File: config.mk
export PLATFORM = sky130hd
export DESIGN_NAME = paddle_input_conditioner
export DESIGN_NICKNAME = d
export VERILOG_FILES = /design/src/rtl/paddle_input_conditioner.sv
export SDC_FILE = /design/constraint.sdc
export NUM_CORES = 1
export LEC_CHECK = 0
export BUFFER_PORTS_ARGS = -buffer_cell sky130_fd_sc_hd__buf_2
export CAP_MARGIN = 20
export CELL_PAD_IN_SITES_DETAIL_PLACEMENT = 0
export CELL_PAD_IN_SITES_GLOBAL_PLACEMENT = 1
export CORE_UTILIZATION = 47
export CTS_CLUSTER_SIZE = 24
export DETAILED_ROUTE_END_ITERATION = 6
export PLACE_DENSITY = 0.78
export SYNTH_ARGS = -nofsm -noshare
export SYNTH_HDL_FRONTEND = slang
export SYNTH_SLANG_ARGS = --single-unit
File: constraint.sdc
create_clock -name pixel_clk -period 2.54 [get_ports pixel_clk]
set_input_delay 0.381 -clock pixel_clk [delete_from_list [all_inputs] [get_ports pixel_clk]]
set_output_delay 0.381 -clock pixel_clk [all_outputs]
set_load 0.02 [all_outputs]
File: src/rtl/paddle_input_conditioner.sv
// paddle_input_conditioner
// Synchronises and debounces the four paddle push-buttons, resolves each
// player's up/down pair into a direction, and issues one registered move
// strobe per frame_tick while a direction is held.
// Optional feature: define PADDLE_ACCEL_EN to build the per-player held-frame
// counters that drive pa_fast/pb_fast; otherwise both flags are constant 0.
// Button vector order everywhere: {A_up, A_down, B_up, B_down}, MSB first.

module paddle_input_conditioner #(
  parameter int DEBOUNCE_CYCLES = 250000,
  parameter int CNT_W           = 18,
  parameter int ACCEL_FRAMES    = 30
) (
  input  logic       pixel_clk,
  input  logic       reset,
  input  logic       frame_tick,
  input  logic       PlayerA_up,
  input  logic       PlayerA_down,
  input  logic       PlayerB_up,
  input  logic       PlayerB_down,
  output logic       pa_up,
  output logic       pa_down,
  output logic       pb_up,
  output logic       pb_down,
  output logic       pa_fast,
  output logic       pb_fast,
  output logic [3:0] btn_state
);

  // Direction FSM encoding, shared by both players.
  localparam logic [1:0] ST_IDLE      = 2'd0;
  localparam logic [1:0] ST_HOLD_UP   = 2'd1;
  localparam logic [1:0] ST_HOLD_DOWN = 2'd2;

  // Count value at which a differing level is accepted.
  localparam logic [CNT_W-1:0] DB_LAST = CNT_W'(DEBOUNCE_CYCLES - 1);

  logic [3:0]       raw_btn;
  logic [3:0]       sync1_q, sync1_d;
  logic [3:0]       sync2_q, sync2_d;
  logic [3:0]       db_q, db_d;
  logic [CNT_W-1:0] cnt_q [4];
  logic [CNT_W-1:0] cnt_d [4];

  // Index 0 is player A, index 1 is player B.
  logic [1:0]       up_lvl, dn_lvl;
  logic [1:0]       state_q [2];
  logic [1:0]       state_d [2];
  logic [1:0]       up_q, up_d;
  logic [1:0]       dn_q, dn_d;

  assign raw_btn = {PlayerA_up, PlayerA_down, PlayerB_up, PlayerB_down};
  assign up_lvl  = {db_q[1], db_q[3]};
  assign dn_lvl  = {db_q[0], db_q[2]};

  // Two-flop synchroniser chain for the asynchronous buttons.
  always_comb begin
    sync1_d = raw_btn;
    sync2_d = sync1_q;
  end

  // Debounce: count consecutive cycles where the synchronised level differs
  // from the accepted level; accept it on the DEBOUNCE_CYCLES-th such cycle.
  always_comb begin
    // NOTE: every output of a combinational block gets a default before any
    // branch, so no path leaves it unassigned and no latch is inferred.
    db_d = db_q;
    for (int i = 0; i < 4; i++) begin
      cnt_d[i] = '0;
      if (sync2_q[i] != db_q[i]) begin
        if (cnt_q[i] == DB_LAST) begin
          db_d[i] = sync2_q[i];
        end else begin
          cnt_d[i] = cnt_q[i] + CNT_W'(1);
        end
      end
    end
  end

  // Direction select and strobe generation; the FSM only moves on frame_tick
  // and reads the registered debounced levels.
  always_comb begin
    for (int p = 0; p < 2; p++) begin
      state_d[p] = state_q[p];
      up_d[p]    = 1'b0;
      dn_d[p]    = 1'b0;
      if (frame_tick) begin
        case ({up_lvl[p], dn_lvl[p]})
          2'b10:   state_d[p] = ST_HOLD_UP;
          2'b01:   state_d[p] = ST_HOLD_DOWN;
          default: state_d[p] = ST_IDLE;  // conflicting or no press
        endcase
        up_d[p] = (state_d[p] == ST_HOLD_UP);
        dn_d[p] = (state_d[p] == ST_HOLD_DOWN);
      end
    end
  end

  // Synchroniser, debouncer and direction state registers.
  always_ff @(posedge pixel_clk) begin
    // NOTE: sequential state uses non-blocking assignments so every flop
    // samples pre-edge values regardless of statement order.
    if (reset) begin
      sync1_q <= '0;
      sync2_q <= '0;
      db_q    <= '0;
      up_q    <= '0;
      dn_q    <= '0;
      // NOTE: the counter array is four small registers, not a RAM, so it is
      // reset element by element like any other flop.
      for (int i = 0; i < 4; i++) cnt_q[i] <= '0;
      for (int p = 0; p < 2; p++) state_q[p] <= ST_IDLE;
    end else begin
      sync1_q <= sync1_d;
      sync2_q <= sync2_d;
      db_q    <= db_d;
      up_q    <= up_d;
      dn_q    <= dn_d;
      for (int i = 0; i < 4; i++) cnt_q[i] <= cnt_d[i];
      for (int p = 0; p < 2; p++) state_q[p] <= state_d[p];
    end
  end

`ifdef PADDLE_ACCEL_EN
  localparam int              HOLD_W   = $clog2(ACCEL_FRAMES + 1);
  localparam logic [HOLD_W-1:0] HOLD_SAT = HOLD_W'(ACCEL_FRAMES);

  logic [HOLD_W-1:0] held_q [2];
  logic [HOLD_W-1:0] held_d [2];
  logic [1:0]        fast_q, fast_d;

  // Held-frame counter: load 1 on entering a hold, count up (saturating)
  // while the same hold persists, clear on IDLE; fast follows the new count.
  always_comb begin
    for (int p = 0; p < 2; p++) begin
      held_d[p] = held_q[p];
      fast_d[p] = 1'b0;
      if (frame_tick) begin
        if (state_d[p] == ST_IDLE) begin
          held_d[p] = '0;
        end else if (state_d[p] == state_q[p]) begin
          held_d[p] = (held_q[p] == HOLD_SAT) ? held_q[p]
                                              : held_q[p] + HOLD_W'(1);
        end else begin
          held_d[p] = HOLD_W'(1);
        end
        fast_d[p] = (state_d[p] != ST_IDLE) && (held_d[p] >= HOLD_SAT);
      end
    end
  end

  // Held-frame counter and fast-flag registers.
  always_ff @(posedge pixel_clk) begin
    if (reset) begin
      fast_q <= '0;
      for (int p = 0; p < 2; p++) held_q[p] <= '0;
    end else begin
      fast_q <= fast_d;
      for (int p = 0; p < 2; p++) held_q[p] <= held_d[p];
    end
  end

  assign pa_fast = fast_q[0];
  assign pb_fast = fast_q[1];
`else
  assign pa_fast = 1'b0;
  assign pb_fast = 1'b0;
`endif

  assign pa_up     = up_q[0];
  assign pa_down   = dn_q[0];
  assign pb_up     = up_q[1];
  assign pb_down   = dn_q[1];
  assign btn_state = db_q;

endmodule

==> impl_metrics.tcl, run 1 <==
set metrics [dict create \
    status "completed" \
    crit_fanout 6 \
    syn_inst 424 \
    crit_type "reg -> reg" \
    cp_cell_sequence "nand3_1 -> or4_4 -> or4_1 -> a21oi_1" \
    syn_area_um2 3770 \
    hpwl_um 4740 \
    placed_cells 538 \
    fin_util_pct 54.2 \
    grt_use_total_pct 17.9 \
    wl_um 6890 \
    holdPathStages 2 \
    post-route-min-period_ns 1.81 \
    antenna_cells 0 \
    post-cts-setup-buffers 0 \
    cp-start-kind "register" \
    ys_ff_latch 88 \
    fin_ws_ns 0.733 \
    vdd_ir_drop_max_mv 0.330 \
    dr.pass1.iters 4 \
    io_buffers 14 \
    max_slew_margin_pct 53.2 \
    syn_avg_cell_area_um2 8.90 \
    powerDensity_nw_per_um2 603 \
    final_cells 554 \
    clk_pin_slew_ns 0.08 \
    crit_path_end_kind "register" \
    critPathSlowestCell "or4_4" \
    worst_pin_slew_ns 0.702 \
    crit_arrival_ns 2.09 \
    initial_core_util_pct 48.6 \
    seqCellArea_um2 1760 \
    synthFlopType "dfxtp_1" \
    clk_latency_ns 0.35 \
    htreeDepth 3 \
    cts_tree "yes" \
    ios 17 \
    fmax_mhz 553 \
    fillers 762 \
    drive_above_1_share_pct 9.29 \
    cts_resized 0 \
    pre_cts_ws_ns 0.709 \
    multiInputGateArea_um2 1920 \
    async_flop_share_pct 0 \
    hold_buffers 0 \
    synth_top_cell_by_area "dfxtp_1" \
    ant_nets 0 \
    top_usage_layer "met2" \
    die_area_um2 8390 \
    drc 0 \
    crit_path_max_incr_delay_ns 0.59 \
    num_vias 2891 \
    period_share_pct 71.1 \
    grt_setup_unrepaired "false" \
    synth_edf_count 0 \
    tns_ns 0 \
    grt_pass1_vias 2640 \
    grt-ovfl-total 0 \
    whs_ns 0.238 \
    numClockSinks 88 \
    clk_path_buf_depth 2 \
    grt_max_degree 21 \
    viasPerCell 5.22 \
    synth_top_area_share_pct 46.7 \
    drt-initial-drc-count 67 \
    yosysMostFrequentCell "dfxtp_1" \
    ys_types 38 \
    grtUsageMet3_pct 5.39 \
    final_net_count 458 \
    synth_common_cells "dfxtp_1, nor2_1, xnor2_1" \
    setup_viol_count_final 0 \
    num_rows 32 \
    cts_made_buffers 9 \
    ys_warn_count 0 \
    finalHoldViolations 0 \
    grt_pass1_wl_um 12000 \
    antenna_found_initial 0 \
    use_met1_pct 24.0 \
    ys_seq_area_share_pct 46.7 \
    cts-root-buf "clkbuf_8" \
    area_delta_synth_final_pct 11.5 \
    p_leak_nw 1.22 \
    skew_ns 0.00661 \
    wire_per_inst_um 12.4 \
    globalRouteMet2Util_pct 27.4 \
    die_w_um 91.6 \
    gp_congestion 0.772 \
    slew_viol_final 0 \
    min_path_type "in -> reg" \
    dieHeight_um 91.6 \
    maxCapViolCount 0 \
    coreArea_um2 7770 \
    crit_required_ns 2.83 \
    r2r_cells 4 \
    synthTopCellsByArea "dfxtp_1, xnor2_1, nor2_1, nor4_1, nand4_1" \
]
-- flip-flops by register name, indices dropped and copies added (netlist names) --
register	flops
btn_state	4
cnt_q	72
dn_q	2
sync1_q	4
sync2_q	4
up_q	2
-- cell type report --
cell class	instances	area share, %
clock buffers	14	4.10
clock inverters	2	1.43
inverters	15	1.34
multi-input cells	314	45.7
flip-flops and latches	88	41.9
well taps	102	3.03
repair buffers	19	2.56
-- path summary, 6_finish.rpt --
| path | slack [ns] | end | from |
|---|---|---|---|
| worst max-delay path | 0.73 | cnt_q[0][15] | cnt_q[0][4] |
| worst min-delay path | 0.24 | sync1_q[2] | PlayerA_down |
| worst max register to register | 0.73 | cnt_q[0][15] | cnt_q[0][4] |
| worst min register to register | 0.44 | sync2_q[1] | sync1_q[1] |
-- critical path: cells and delay by family, from the launching register on --
| kind | cells | cell delay (ns) |
|---|---|---|
| AO/OA/AOI/OAI | 1 | 0.14 |
| AND/OR/NAND/NOR | 3 | 1.20 |
| flip-flops | 1 | 0.40 |
-- layout by cell type (no fill, tap or decap), types with 12 or more instances in the layout --
| cell | Yosys | routed |
|---|---|---|
| clkbuf_8 | 0 | 12 |
| nand2_1 | 16 | 16 |
| nor2_1 | 83 | 83 |
| xnor2_1 | 51 | 51 |
| nor4_1 | 24 | 24 |
| inv_1 | 15 | 15 |
| nand3_1 | 23 | 23 |
| nand4_1 | 22 | 22 |
| dfxtp_1 | 88 | 88 |
| buf_2 | 1 | 14 |
-- metal layers --
layer  wire length [um]  part of all wire [%]  vias to the layer above
met1               3580                    52                     1325
met4                 72                   1.0                        0
met3                209                   3.0                        8
li1                   -                     -                     1520
met5                  0                     0                        -
met2               3030                    44                       38
-- cells by family (layout without fill, tap and decap cells) --
family	count (synthesis)	after routing	synth area share, %
flip-flops	88	88	46.7
adder cells (fa/ha/maj)	4	4	1.33
XOR/XNOR	62	62	14.4
AND/OR/NAND/NOR	223	223	31.1
AO/OA/AOI/OAI	22	22	3.61
buffers and inverters	23	50	2.52
other	1	2	0.0993
multiplexers	1	1	0.265
-- power by group --
part / switching [mW] / internal, mW / total [mW]
logic: 0.0223 / 0.0137 / 0.0360
registers: 0.00440 / 1.39 / 1.39
clock network: 0.474 / 0.637 / 1.11
total: 0.501 / 2.04 / 2.54
-- through the flow --
stage	total power [mW]	instance area (um2)
4_1_cts	2.58	4210
2_1_floorplan	1.45	3780
5_1_grt	2.63	4210
3_3_place_gp	1.46	3980
6_report	2.54	4210
3_5_place_dp	1.46	3980
Power figures use the tool's default switching activity.
==> run 2, diff against run 1 <==
- CORE_UTILIZATION: 47 -> 42
- PLACE_DENSITY: 0.78 -> 0.73
- clock period: 2.54 -> 1.5 ns (I/O delays scaled with it)
==> impl_metrics.tcl, run 2 (same netlist as run 1, synthesis figures left out) <==
set metrics [dict create \
    r2r_cells 4 \
    grt_use_total_pct 17.8 \
    postPlaceCellArea_um2 4620 \
    final_net_count 532 \
    initial_core_util_pct 43.3 \
    drt-initial-drc-count 62 \
    die_w_um 96.8 \
    cts_tree "yes" \
    drc 0 \
    min_path_type "in -> reg" \
    numClockSinks 88 \
    dr.pass1.iters 4 \
    p_leak_nw 1.68 \
    grt-ovfl-total 0 \
    htreeDepth 3 \
    finalHoldViolations 0 \
    num_rows 34 \
    wire_per_inst_um 12.8 \
    antenna_cells 0 \
    drive_above_1_share_pct 33.5 \
    vdd_ir_drop_max_mv 0.498 \
    period_share_pct 105 \
    cp_cell_sequence "nand3_4 -> or4_4 -> or4_1 -> a21oi_1" \
    grt_max_degree 21 \
    crit_path_end_kind "register" \
    r2r_setup_slack_ns -0.08 \
    grt_pass1_vias 3065 \
    viasPerCell 5.09 \
    post-route-min-period_ns 1.58 \
    regMostFlops "cnt_q" \
    holdPathStages 2 \
    coreArea_um2 8720 \
    maxCapViolCount 0 \
    powerDensity_nw_per_um2 835 \
    antenna_found_initial 0 \
    skew_ns 0.0124 \
    hp-start "PlayerB_up" \
    cp-start-kind "register" \
    stdcell_area_um2 5120 \
    dieHeight_um 96.8 \
    crit_fanout 5 \
    fin_util_pct 58.8 \
    clk_path_buf_depth 2 \
    crit_required_ns 1.78 \
    crit_path_max_incr_delay_ns 0.53 \
    cts-root-buf "clkbuf_8" \
    fin_ws_ns -0.0789 \
    cts_made_buffers 9 \
    min_to "sync1_q[1]" \
    fillers 762 \
    setup_viol_count_final 12 \
    violations "setup timing" \
    hold_buffers 0 \
    r2r-start "cnt_q[0][6]" \
    critPathSlowestCell "or4_4" \
    gp_congestion 0.795 \
    timing.rr.end "cnt_q[0][17]" \
    status "complete, but fails checks" \
    clk_pin_slew_ns 0.09 \
    crit_arrival_ns 1.86 \
    largest_register_ffs 72 \
    hpwl_um 5760 \
    die_area_um2 9370 \
    num_vias 3225 \
    grt_setup_unrepaired "true" \
    final_cell_mix "nor2_1, buf_4, dfxtp_1" \
    ant_nets 0 \
    clk_latency_ns 0.35 \
    slew_viol_final 0 \
    io_buffers 14 \
    crit_type "reg -> reg" \
    layout_commonest_cell "nor2_1" \
    grt_pass1_wl_um 13700 \
    wl_um 8110 \
    area_delta_synth_final_pct 35.8 \
    ios 17 \
    fmax_mhz 633 \
]
==> run 2: worst max path at each step <==
stage | start | end | cells past startpoint
final | cnt_q[0][6] | cnt_q[0][17] | 4
after global routing | cnt_q[0][5] | cnt_q[0][15] | 4
after CTS | cnt_q[0][5] | cnt_q[0][17] | 4
after detailed placement | cnt_q[1][6] | cnt_q[1][17] | 4
after global placement | cnt_q[3][6] | btn_state[3] | 5
after floorplan | cnt_q[3][8] | cnt_q[3][12] | 5
==> run 2: what timing repair did <==
action / in CTS / in global routing
gates resized for setup: 18 / 28
pin swaps: 6 / 7
cloned: 1 / 0
setup buffers: 3 / 3
endpoints found under the setup margin: 49 / 68
==> run 2: stage by stage <==
| step | hold slack [ns] | setup TNS [ns] | instances | power (mW) | setup slack (ns) |
|---|---|---|---|---|---|
| global placement | 0.425 | -1.02 | 612 | 2.48 | -0.0750 |
| global route | 0.0858 | -1.73 | 634 | 4.44 | -0.126 |
| floorplan | 0.353 | -1.09 | 425 | 2.45 | -0.0927 |
| detailed placement | 0.434 | -0.603 | 612 | 2.48 | -0.0674 |
| CTS | 0.0709 | -0.699 | 632 | 4.35 | -0.0826 |
| finish | 0.0948 | -0.610 | 634 | 4.28 | -0.0789 |
==> run 2: area by class of cell <==
cell class              instances  area [um2]  area share [%]
inverters                      15        56.3            1.10
well taps                     108         135            2.64
flip-flops and latches         88        1820            35.5
multi-input cells             314        2160            42.1
repair buffers                 93         728            14.2
clock buffers                  10         138            2.69
clock inverters                 6        91.3            1.78
==> run 2: report_power, final <==
| group | internal [mW] | total (mW) | switching, mW |
|---|---|---|---|
| logic | 0.0378 | 0.0826 | 0.0448 |
| registers | 2.33 | 2.34 | 0.00813 |
| clock network | 0.993 | 1.86 | 0.862 |
| total | 3.37 | 4.28 | 0.915 |
==> run 2: worst max-delay path, delay by kind of cell, from the launching register on <==
kind / cells / cell delay (ns)
AOI/OAI and AO/OA: 1 / 0.13
and+or+nand+nor: 3 / 1.01
DFF: 1 / 0.37
==> run 2: routing by layer <==
metal	part of all wire [%]	global-route usage [%]
met2	47	29.1
met5	0	0
met1	49	23.4
met4	0.95	6.89
met3	2.1	2.82
==> run 3, diff against run 2 <==
- CTS_BUF_LIST: not set -> sky130_fd_sc_hd__clkbuf_16
==> impl_metrics.tcl, run 3 (same netlist as run 1, synthesis figures left out) <==
set metrics [dict create \
    min_path_type "in -> reg" \
    fillers 762 \
    cts_tree "yes" \
    initial_core_util_pct 43.3 \
    stdcell_area_um2 5210 \
    p_leak_nw 1.71 \
    r2r-start "cnt_q[0][5]" \
    maxCapViolCount 0 \
    die_w_um 96.8 \
    area_delta_synth_final_pct 38.1 \
    final_cell_mix "nor2_1, buf_4, dfxtp_1" \
    min_to "sync1_q[0]" \
    wl_um 8300 \
    crit_required_ns 1.76 \
    slew_viol_final 0 \
    grt_pass1_wl_um 13800 \
    powerDensity_nw_per_um2 923 \
    hold_buffers 0 \
    crit_path_max_incr_delay_ns 0.53 \
    skew_ns 0.00918 \
    layout_commonest_cell "nor2_1" \
    htreeDepth 3 \
    postPlaceCellArea_um2 4620 \
    clk_path_buf_depth 2 \
    grt_use_total_pct 17.9 \
    hpwl_um 5760 \
    period_share_pct 105 \
    finalHoldViolations 0 \
    grt-ovfl-total 0 \
    holdPathStages 2 \
    r2r_setup_slack_ns -0.07 \
    numClockSinks 88 \
    clk_latency_ns 0.33 \
    gp_congestion 0.795 \
    cp-start-kind "register" \
    coreArea_um2 8720 \
    fmax_mhz 636 \
    crit_fanout 5 \
    hp-start "PlayerB_down" \
    timing.rr.end "cnt_q[0][17]" \
    total_power_mw 4.81 \
    status "complete, but fails checks" \
    dieHeight_um 96.8 \
    cts-root-buf "clkbuf_16" \
    num_rows 34 \
    crit_type "reg -> reg" \
    num_vias 3235 \
    final_net_count 533 \
    viasPerCell 5.09 \
    critPathSlowestCell "or4_4" \
    ios 17 \
    vdd_ir_drop_max_mv 0.590 \
    die_area_um2 9370 \
    io_buffers 14 \
    violations "setup timing" \
    drc 0 \
    fin_util_pct 59.8 \
    regMostFlops "cnt_q" \
    grt_setup_unrepaired "true" \
    antenna_found_initial 0 \
    clk_pin_slew_ns 0.06 \
    ant_nets 0 \
    drt-initial-drc-count 59 \
    grt_max_degree 21 \
    r2r_cells 4 \
    crit_path_end_kind "register" \
    post-route-min-period_ns 1.57 \
    antenna_cells 0 \
    grt_pass1_vias 3084 \
    crit_arrival_ns 1.84 \
    fin_ws_ns -0.0735 \
    setup_viol_count_final 11 \
    dr.pass1.iters 4 \
    drive_above_1_share_pct 34.3 \
    cp_cell_sequence "nand3_4 -> or4_4 -> or4_1 -> a21oi_1" \
    largest_register_ffs 72 \
    cts_made_buffers 9 \
    wire_per_inst_um 13.1 \
]
## run 3: changes by cell type in the layout (fill, tap and decap cells not counted), sizes merged
| cell | change |
|---|---|
| clkbuf | -1 |
| buf | +1 |
| clkinv | +1 |
## run 3: repair_timing
action,CTS,global route
gates resized for setup,18,29
setup buffers,3,4
setup endpoints to repair,45,63
pin swaps,7,10
cloned,1,0
## run 3: how the worst max path moves through the flow
stage                               to  slack, ns  depth (start not counted)        start
after floorplan           cnt_q[3][12]      -0.09                          5  cnt_q[3][8]
after global placement    btn_state[3]      -0.08                          5  cnt_q[3][6]
after detailed placement  cnt_q[1][17]      -0.07                          4  cnt_q[1][6]
after CTS                 cnt_q[0][17]      -0.08                          4  cnt_q[0][5]
after global routing      cnt_q[0][15]      -0.12                          4  cnt_q[0][5]
final                     cnt_q[0][17]      -0.07                          4  cnt_q[0][5]
## run 3: stage by stage
| step | setup TNS (ns) | std cells | setup WS, ns | hold slack (ns) |
|---|---|---|---|---|
| after global placement | -1.02 | 612 | -0.0750 | 0.425 |
| after floorplan | -1.09 | 425 | -0.0927 | 0.353 |
| after CTS | -0.646 | 632 | -0.0767 | 0.0966 |
| after global routing | -1.44 | 635 | -0.123 | 0.112 |
| after detailed placement | -0.603 | 612 | -0.0674 | 0.434 |
| final | -0.480 | 635 | -0.0735 | 0.107 |
## run 3: power breakdown
group	switching (mW)	internal, mW	total [mW]
combinational	0.0451	0.0366	0.0817
clock	0.923	1.46	2.38
sequential	0.00771	2.34	2.35
## run 3: layout make-up
type / instances / area [um2] / area share, %
Multi-Input combinational cell: 314 / 2170 / 41.7
Sequential cell: 88 / 1810 / 34.8
Timing Repair Buffer: 94 / 716 / 13.7
Clock buffer: 9 / 225 / 4.32
Tap cell: 108 / 135 / 2.59
Clock inverter: 7 / 95.1 / 1.82
Inverter: 15 / 56.3 / 1.08
## run 3: layer usage
metal / share of wire (%) / track usage, % / wire length (um)
met2: 47 / 29.5 / 3920
met5: 0 / 0 / 0
met4: 1.6 / 7.23 / 131
met3: 2.0 / 3.11 / 164
met1: 49 / 23.2 / 4080
## run 3: worst max-delay path, delay by kind of cell (launching register included)
family,cells,cell delay (ns)
AND/OR/NAND/NOR,3,1.01
flip-flops,1,0.36
AO/OA/AOI/OAI,1,0.14
